<file path="src/rtl/div_seq_pkg.sv">
// Shared types and defaults for the sequential restoring divider.
package div_seq_pkg;

  typedef enum logic [1:0] {
    IDLE = 2'd0,
    DIV  = 2'd1,
    FIX  = 2'd2
  } div_state_e;

  localparam int unsigned DEF_N = 4;
  localparam int unsigned DEF_M = 2;

  // The step counter must be able to hold the values 0..n.
  function automatic int unsigned step_w(input int unsigned n);
    return $clog2(n + 1);
  endfunction

  localparam int unsigned DEF_STEP_W = step_w(DEF_N);

endpackage

</file>
<file path="src/rtl/div_restoring_step.sv">
// One restoring-division iteration: shift in the next dividend bit, trial-subtract the divisor.
module div_restoring_step #(
  parameter int unsigned W = 3
) (
  input  logic [W-1:0] rem,
  input  logic [W-1:0] divisor,
  input  logic         next_bit,
  output logic [W-1:0] rem_next,
  output logic         q_bit
);

  logic [W-1:0] shifted_s;
  logic [W-1:0] diff_s;

  // The remainder stays below the divisor, so its MSB is always clear before the shift.
  always_comb begin
    shifted_s = {rem[W-2:0], next_bit};
    diff_s    = shifted_s - divisor;
    rem_next  = shifted_s;
    q_bit     = 1'b0;
    if (shifted_s >= divisor) begin
      rem_next = diff_s;
      q_bit    = 1'b1;
    end else begin
      rem_next = shifted_s;
      q_bit    = 1'b0;
    end
  end

endmodule

</file>
<file path="src/rtl/n4by2_b2_seq_integer_divider.sv">
// Multi-cycle Euclidean divider (N-bit dividend / M-bit divisor) with soc/eoc handshake.
// Define DIV_SOC_ABORT_EN to let soc restart an operation that is still in progress.
module n4by2_b2_seq_integer_divider
  import div_seq_pkg::*;
#(
  parameter int unsigned N = DEF_N,
  parameter int unsigned M = DEF_M
) (
  input  logic         clock,
  input  logic         reset,
  input  logic         soc,
  input  logic [N-1:0] x3_x0,
  input  logic [M-1:0] y1_y0,
  output logic         eoc,
  output logic [M-1:0] q1_q0,
  output logic [M-1:0] r1_r0,
  output logic         no_idiv
);

  localparam int unsigned CW = step_w(N);
  localparam int unsigned QW = N + 2;
  localparam logic [CW-1:0] LAST_STEP = CW'(N - 1);
  localparam logic [CW-1:0] STEP_ONE  = {{(CW-1){1'b0}}, 1'b1};
  localparam logic signed [QW-1:0] Q_ONE = {{(QW-1){1'b0}}, 1'b1};
  localparam logic signed [QW-1:0] Q_MAX = {{(QW-M+1){1'b0}}, {(M-1){1'b1}}};
  localparam logic signed [QW-1:0] Q_MIN = {{(QW-M+1){1'b1}}, {(M-1){1'b0}}};

  div_state_e      state_r;
  logic [CW-1:0]   step_r;
  logic            fix_stage_r;
  logic [N-1:0]    dvd_r;
  logic [M:0]      rem_r;
  logic [M-1:0]    ay_r;
  logic            sx_r;
  logic            sy_r;
  logic            yz_r;
  logic [M-1:0]    q_fix_r;
  logic [M-1:0]    r_fix_r;
  logic            bad_fix_r;

  logic            start_s;
  logic [N-1:0]    ax_s;
  logic [M-1:0]    ay_s;
  logic [M:0]      rem_step_s;
  logic            q_bit_s;
  logic signed [QW-1:0] qm_s;
  logic signed [QW-1:0] q_s;
  logic [M-1:0]    r_s;
  logic            bad_s;

`ifdef DIV_SOC_ABORT_EN
  assign start_s = soc;
`else
  assign start_s = soc && (state_r == IDLE);
`endif

  // Operand magnitudes; the most negative value maps onto the unsigned range without overflow.
  always_comb begin
    ax_s = x3_x0;
    ay_s = y1_y0;
    if (x3_x0[N-1]) begin
      ax_s = ~x3_x0 + {{(N-1){1'b0}}, 1'b1};
    end else begin
      ax_s = x3_x0;
    end
    if (y1_y0[M-1]) begin
      ay_s = ~y1_y0 + {{(M-1){1'b0}}, 1'b1};
    end else begin
      ay_s = y1_y0;
    end
  end

  div_restoring_step #(.W(M + 1)) u_step (
    .rem      (rem_r),
    .divisor  ({1'b0, ay_r}),
    .next_bit (dvd_r[N-1]),
    .rem_next (rem_step_s),
    .q_bit    (q_bit_s)
  );

  // Sign and Euclidean correction of the magnitude result, plus the range check.
  always_comb begin
    qm_s = {2'b00, dvd_r};
    q_s  = qm_s;
    r_s  = rem_r[M-1:0];
    if (sx_r ^ sy_r) begin
      q_s = -qm_s;
    end else begin
      q_s = qm_s;
    end
    if (sx_r && (rem_r != {(M+1){1'b0}})) begin
      r_s = ay_r - rem_r[M-1:0];
      if (sy_r) begin
        q_s = q_s + Q_ONE;
      end else begin
        q_s = q_s - Q_ONE;
      end
    end else begin
      r_s = rem_r[M-1:0];
    end
    bad_s = yz_r || (q_s > Q_MAX) || (q_s < Q_MIN);
  end

  // Control FSM: operand capture, N restoring steps, two-cycle fix-up and output load.
  always_ff @(posedge clock or posedge reset) begin
    if (reset) begin
      state_r     <= IDLE;
      step_r      <= {CW{1'b0}};
      fix_stage_r <= 1'b0;
      dvd_r       <= {N{1'b0}};
      rem_r       <= {(M+1){1'b0}};
      ay_r        <= {M{1'b0}};
      sx_r        <= 1'b0;
      sy_r        <= 1'b0;
      yz_r        <= 1'b0;
      q_fix_r     <= {M{1'b0}};
      r_fix_r     <= {M{1'b0}};
      bad_fix_r   <= 1'b0;
      eoc         <= 1'b1;
      q1_q0       <= {M{1'b0}};
      r1_r0       <= {M{1'b0}};
      no_idiv     <= 1'b0;
    end else if (start_s) begin
      state_r     <= DIV;
      step_r      <= {CW{1'b0}};
      fix_stage_r <= 1'b0;
      dvd_r       <= ax_s;
      rem_r       <= {(M+1){1'b0}};
      ay_r        <= ay_s;
      sx_r        <= x3_x0[N-1];
      sy_r        <= y1_y0[M-1];
      yz_r        <= (y1_y0 == {M{1'b0}});
      eoc         <= 1'b0;
    end else begin
      case (state_r)
        IDLE: begin
          state_r <= IDLE;
        end
        DIV: begin
          // Quotient bits enter at the LSB as dividend bits leave at the MSB.
          dvd_r  <= {dvd_r[N-2:0], q_bit_s};
          rem_r  <= rem_step_s;
          step_r <= step_r + STEP_ONE;
          if (step_r == LAST_STEP) begin
            state_r     <= FIX;
            fix_stage_r <= 1'b0;
          end else begin
            state_r <= DIV;
          end
        end
        FIX: begin
          if (!fix_stage_r) begin
            q_fix_r     <= bad_s ? {M{1'b0}} : q_s[M-1:0];
            r_fix_r     <= bad_s ? {M{1'b0}} : r_s;
            bad_fix_r   <= bad_s;
            fix_stage_r <= 1'b1;
          end else begin
            q1_q0       <= q_fix_r;
            r1_r0       <= r_fix_r;
            no_idiv     <= bad_fix_r;
            eoc         <= 1'b1;
            fix_stage_r <= 1'b0;
            state_r     <= IDLE;
          end
        end
        default: begin
          state_r <= IDLE;
          eoc     <= 1'b1;
        end
      endcase
    end
  end

endmodule
</file>
<file path="config.mk">
export PLATFORM = sky130hd
export DESIGN_NAME = n4by2_b2_seq_integer_divider
export DESIGN_NICKNAME = d
export VERILOG_FILES = /design/src/rtl/div_seq_pkg.sv /design/src/rtl/div_restoring_step.sv /design/src/rtl/n4by2_b2_seq_integer_divider.sv
export SDC_FILE = /design/constraint.sdc
export NUM_CORES = 1
export LEC_CHECK = 0
export CAP_MARGIN = 20
export CORE_MARGIN = 5
export CORE_UTILIZATION = 50
export DETAILED_ROUTE_END_ITERATION = 10
export GPL_TIMING_DRIVEN = 0
export HOLD_SLACK_MARGIN = 0.05
export PLACE_DENSITY = 0.7
export SLEW_MARGIN = 20
export SYNTH_ARGS = -nofsm -noshare
export SYNTH_HDL_FRONTEND = slang
export SYNTH_SLANG_ARGS = --single-unit
</file>
<file path="constraint.sdc">
create_clock -name clock -period 8.47 [get_ports clock]
set_input_delay 1.694 -clock clock [delete_from_list [all_inputs] [get_ports clock]]
set_output_delay 1.694 -clock clock [all_outputs]
set_load 0.02 [all_outputs]
</file>
Word level (Yosys, flattened, before mapping)
Cells that the tools add are included.
- register bits: 29
- input bits: 9
- logic and storage cells: 79
- add/sub/neg operators: 8
- magnitude comparators: 3
- equal/unequal tests: 6
- mux-type cells: 27
- bitwise gates (word level): 5
- reduce and logical (&&, ||, !) cells: 14
- operators by type and width (operator ; number):
    6-bit two-way mux ; 3
    3-bit two-way mux ; 5
    2-bit two-way mux ; 7
    4-bit two-way mux ; 3
    6-bit by 2-bit adder with 6-bit output, second input constant ; 1
    6-bit by 2-bit > comparator with 1-bit output, second input constant ; 1
    6-bit by 2-bit < comparator with 1-bit output, second input constant ; 1
    1-bit two-way mux ; 6
    3-bit != test, second input constant ; 2
    4-bit negation with 6-bit output ; 1
    3-bit AND reduction ; 2
    3-bit nonzero test ; 2
    6-bit by 2-bit subtractor with 6-bit output, second input constant ; 1
    4-bit by 1-bit adder with 4-bit output, second input constant ; 1
    2-bit zero test ; 2
    4-bit inverter ; 1
    1-bit case mux with 2 select lines ; 2
    2-bit case mux with 2 select lines ; 1
    2-bit AND reduction ; 2
    3-bit by 1-bit adder with 3-bit output, second input constant ; 1
    3-bit by 2-bit == test with 1-bit output, second input constant ; 1
    3-bit by 2-bit greater-or-equal comparator with 1-bit output ; 1
    3-bit by 2-bit subtractor with 3-bit output ; 1
    2-bit by 1-bit adder with 2-bit output, second input constant ; 1
    11 further kinds ; 14

Depth between registers and ports, before layout
- word-level depth: 9
- mapped depth: 12

Cells and area by module
From an unflattened synthesis, not the netlist that was laid out.
- cells, all modules: 200
- area, all modules: 1948.1 um^2
- by module, submodules not included (module ; instances ; cells an instance ; area each (um^2)):
    n4by2_b2_seq_integer_divider ; 1 ; 184 ; 1781.7
    div_restoring_step ; 1 ; 16 ; 166.4

Worst setup path before layout
No wires, ideal clock.
- path type: reg-to-reg
- from: reg dvd_r[0]
- to: reg bad_fix_r
- arrival time: 3.004 ns
- data required time: 8.345 ns
- path slack: 5.342 ns
- cell stages (with the launch flop): 11
- path buffers: 0
- clock period less this slack: 3.128 ns
- cells stage by stage: dfrtp_1 -> inv_1 -> ha_1 -> mux2_2 -> fa_1 -> xor2_1 -> or3_2 -> or3_2 -> a21oi_2 -> mux2i_2 -> mux2_2
- cells in the longest elaborated chain, start to end: 8
- elaborated cells on any way between the ends: 10
- classes of those cells: add/sub (3); order compare (2); mux (3); reduce/logical (2)
- RTL lines (element ; RTL line ; text):
    from (decl) ; n4by2_b2_seq_integer_divider.sv:31 ; logic [N-1:0] dvd_r;
    from (signal assigned) ; n4by2_b2_seq_integer_divider.sv:110 ; dvd_r <= {N{1'b0}};
    from (signal assigned) ; n4by2_b2_seq_integer_divider.sv:127 ; dvd_r <= ax_s;
    from (signal assigned) ; n4by2_b2_seq_integer_divider.sv:141 ; dvd_r <= {dvd_r[N-2:0], q_bit_s};
    4-bit negation with 6-bit output ; n4by2_b2_seq_integer_divider.sv:87 ; q_s = -qm_s;
    6-bit two-way mux * ; n4by2_b2_seq_integer_divider.sv:86 ; if (sx_r ^ sy_r) begin
    6-bit by 2-bit subtractor with 6-bit output / 6-bit by 2-bit adder with 6-bit output (equally long branches) ; n4by2_b2_seq_integer_divider.sv:96, n4by2_b2_seq_integer_divider.sv:94 ;
    6-bit two-way mux ; n4by2_b2_seq_integer_divider.sv:93 ; if (sy_r) begin
    6-bit two-way mux * ; n4by2_b2_seq_integer_divider.sv:91 ; if (sx_r && (rem_r != {(M+1){1'b0}})) begin
    6-bit by 2-bit > comparator with 1-bit output ; n4by2_b2_seq_integer_divider.sv:101 ; bad_s = yz_r || (q_s > Q_MAX) || (q_s < Q_MIN);
    1-bit logical OR ; n4by2_b2_seq_integer_divider.sv:101 ;
    1-bit logical OR * ; n4by2_b2_seq_integer_divider.sv:101 ;
    to (signal assigned) ; n4by2_b2_seq_integer_divider.sv:155 ; bad_fix_r <= bad_s;
    to (decl) ; n4by2_b2_seq_integer_divider.sv:39 ; logic bad_fix_r;
Mark *: on every way between the ends. The rest lies on a longest branch, timed or not.
A chain may end at the register's enable or synchronous reset.

Final worst setup path
- from: reg dvd_r[0]
- to: reg q_fix_r[0]
- cells in the longest elaborated chain, start to end: 9
- elaborated cells on any way between the ends: 11
- classes of those cells: add/sub (3); order compare (2); mux (4); reduce/logical (2)
- RTL lines (element ; RTL line ; text):
    4-bit negation with 6-bit output ; n4by2_b2_seq_integer_divider.sv:87 ;
    6-bit two-way mux * ; n4by2_b2_seq_integer_divider.sv:86 ;
    6-bit by 2-bit subtractor with 6-bit output / 6-bit by 2-bit adder with 6-bit output (equally long branches) ; n4by2_b2_seq_integer_divider.sv:96, n4by2_b2_seq_integer_divider.sv:94 ;
    6-bit two-way mux ; n4by2_b2_seq_integer_divider.sv:93 ;
    6-bit two-way mux * ; n4by2_b2_seq_integer_divider.sv:91 ;
    6-bit by 2-bit > comparator with 1-bit output ; n4by2_b2_seq_integer_divider.sv:101 ;
    1-bit logical OR (2 in a row) ; n4by2_b2_seq_integer_divider.sv:101 ;
    2-bit two-way mux * ; n4by2_b2_seq_integer_divider.sv:153 ; q_fix_r <= bad_s ? {M{1'b0}} : q_s[M-1:0];
    to (signal assigned) ; n4by2_b2_seq_integer_divider.sv:116 ; q_fix_r <= {M{1'b0}};
    to (signal assigned) ; n4by2_b2_seq_integer_divider.sv:153 ;
    to (decl) ; n4by2_b2_seq_integer_divider.sv:37 ; logic [M-1:0] q_fix_r;
Marks and branches as above.

==> run metrics <==
full die area=about 4900 um2; CP Launch Type=flip-flop; CP Data Required Time=8.67 ns; largest net degree at the start of global routing=30; I/O Buffers=14; Post-synth EDFFs=0; postcts setup bufs=0; Post-Syn Area per Cell=just under 10 um2; final slew viol count=0; HP Class=reg -> reg; 1st-iter DRT viols=86; vias in the first global route=1413; GP Congestion=0.804; Warnings, synthesis=0; CTS root buf=clkbuf_4; Critical Path Most Common Cell=ha_1; FFs w/ async S/R, synth=100%; Max Cap Violations=0; setup_tns=0 ns; post-synthesis sequential area ratio=40.3%; TritonCTS clock tree=yes; CP Cell Sequence=inv_1 -> ha_1 -> nor2_1 -> xor2_1 -> ha_1 -> and3_1 -> a221oi_1 -> o22ai_1 -> and2_2 -> a31oi_1 -> mux2i_2 -> o31ai_1; DRT Pass-1 Iters=4; Critical Path Sink Type=flip-flop; CTS Hold Buffers Added=0; post_cts resized=0; CP Max Fanout=7; Final Util=61.1%; Worst Max-Slew Pin Slew=0.650 ns; R2R Setup Slk=5.00 ns; diodes inserted=0; post-layout min period=3.47 ns; Mapped Cells=186; CP peak stage delay=0.56 ns; Initial Utilization=52.8%; final hold violation count=0; Clock Sinks=29; Hold Startpoint=r_fix_r[0]$_DFFE_PP0P_; Syn Nets=208; GRT Util Overall=16.7%; H-tree levels=2; critical path class=reg -> reg; Yosys cell types=47; Synth Flop Type=dfrtp_1; unrepaired setup endpoints after global routing=false; gr ovfl total=0; via count=~1400; core footprint=3420 um2; buffer depth of the longest clock path=2; number of synthesized register bits=29; clock-pin slew on the worst setup and hold paths=~0.09 ns; status=finished clean; routed wire length=3.67 mm; height of the chip=about 70 um; arrival time at the worst endpoint=3.68 ns; final period utilization=41.0%; Antenna Nets Post-Route=0; CTS Buf Count=5; Via density=~5.6; Critical R2R Launch=dvd_r[0]$_DFFE_PP0P_; Final HPWL DP=2.77 mm; Top Ports=15; Synth-to-Final Area Change=15.7%; first-pass GRT wire length=6.56 mm; Clock Skews=0.00563 ns; share of cells above drive strength 1=14.4%; slowest CP cell=dfrtp_1; NumNets Final=229; fmax=between 200 and 300 MHz; insertion delay to the later sink of the worst-skew pair=0.32 ns; routed len/inst=around 14 um; Max-slew headroom=56.4%; DRC errors left=0; DIE WIDTH=70.1 um; Worst Setup SP=dvd_r[0]$_DFFE_PP0P_; Netlist Area Pre-Place=1800 um2; Rows=21; initial antenna violation count=0; final setup fails=0
-- per-layer routing --
layer	GRT usage [%]	vias up	wire length [um]
met5	0	-	0
met4	4.47	0	27
met3	5.02	4	181
met2	28.1	34	1830
met1	20.6	683	1630
li1	-	708	-
-- state kept, by name, summed over array words and instances (netlist names), 2 cells and up --
name / cells
q1_q0: 2
rem_r: 3
step_r: 3
ay_r: 2
q_fix_r: 2
state_r: 2
r1_r0: 2
r_fix_r: 2
dvd_r: 4
-- cell usage after synthesis (2+ instances only) --
library cell | n | share of area (%)
nor2_1 | 11 | 2.3
a22oi_1 | 2 | 0.83
nand3b_1 | 2 | 0.83
nor4_1 | 2 | 0.69
xor2_1 | 4 | 1.9
nand3_1 | 4 | 1.1
mux2_2 | 7 | 4.4
fa_1 | 2 | 2.2
nor2b_1 | 2 | 0.69
nand2_1 | 21 | 4.4
o31ai_1 | 5 | 2.1
dfrtp_1 | 28 | 39
nor3_1 | 4 | 1.1
or3_2 | 2 | 0.83
clkbuf_1 | 2 | 0.42
xnor2_1 | 7 | 3.4
a21oi_2 | 2 | 0.97
a21o_1 | 2 | 0.83
o21ai_0 | 14 | 3.9
a21oi_1 | 9 | 2.5
and3_1 | 3 | 1.0
ha_1 | 11 | 7.6
inv_1 | 12 | 2.5
mux2i_1 | 2 | 1.1
nand2b_1 | 3 | 1.0
buf_6 | 2 | 1.2
-- cell type report --
class	count	area, um2
fill	301	1330
multi-input combinational	139	988
sequential	29	727
timing repair buffer	14	140
tap	46	57.6
clock buffer	7	55.1
inverter	12	45.0
buffer	6	42.5
clock inverter	1	30.0
-- metrics by stage --
stage	hold slack (ns)	worst slack, ns	cells	area, um2
floorplan	0.444	5.34	186	1800
CTS	0.486	5.01	254	2090
global placement	0.457	5.14	246	2000
detailed placement	0.465	5.09	246	2000
finish	0.482	5.00	254	2090
global route	0.517	4.77	254	2090
-- cell usage in the layout (no fill, tap or decap), drive strengths merged, types with 3 or more instances in the layout --
| cell type | netlist | routed |
|---|---|---|
| a21oi | 11 | 11 |
| and3 | 3 | 3 |
| buf | 3 | 3 |
| clkbuf | 3 | 10 |
| clkdlybuf4s50 | 0 | 14 |
| dfrtp | 28 | 28 |
| ha | 11 | 11 |
| inv | 12 | 12 |
| mux2 | 7 | 7 |
| mux2i | 3 | 3 |
| nand2 | 21 | 21 |
| nand2b | 3 | 3 |
| nand3 | 4 | 4 |
| nor2 | 11 | 11 |
| nor3 | 4 | 4 |
| o21ai | 14 | 14 |
| o31ai | 6 | 6 |
| xnor2 | 8 | 8 |
| xor2 | 4 | 4 |
-- worst max-delay path: cells and delay by family, from the launching register on --
| family | cells | cell delay, ns |
|---|---|---|
| buffers and inverters | 1 | 0.14 |
| adder cells (fa/ha/maj) | 2 | 0.60 |
| flip-flops | 1 | 0.56 |
| AND/OR/NAND/NOR | 3 | 0.56 |
| XOR/XNOR | 1 | 0.24 |
| AO/OA/AOI/OAI | 4 | 0.90 |
| multiplexers | 1 | 0.35 |
-- worst paths after layout --
path                            depth (start not counted)                     end
worst max-delay path                                   12  q_fix_r[0]$_DFFE_PP0P_
worst min-delay path                                    2  r_fix_r[0]$_DFFE_PP0P_
worst max register to register                         12  q_fix_r[0]$_DFFE_PP0P_
worst min register to register                          2  r_fix_r[0]$_DFFE_PP0P_
max in group asynchronous                               2    dvd_r[1]$_DFFE_PP0P_
min in group asynchronous                               2  r_fix_r[1]$_DFFE_PP0P_
-- cell families after synthesis --
logic type,after synthesis,share of synthesized area (%)
compound gates,44,15.9
xor+xnor,12,6.25
fa+ha+maj,13,9.85
buf+inv,18,4.86
flops,29,40.3
mux,10,6.25
simple gates,60,16.6
Power is left out: the tool's default activity adds up to more than one toggle a clock period on the data nets, which glitch-free logic cannot reach.
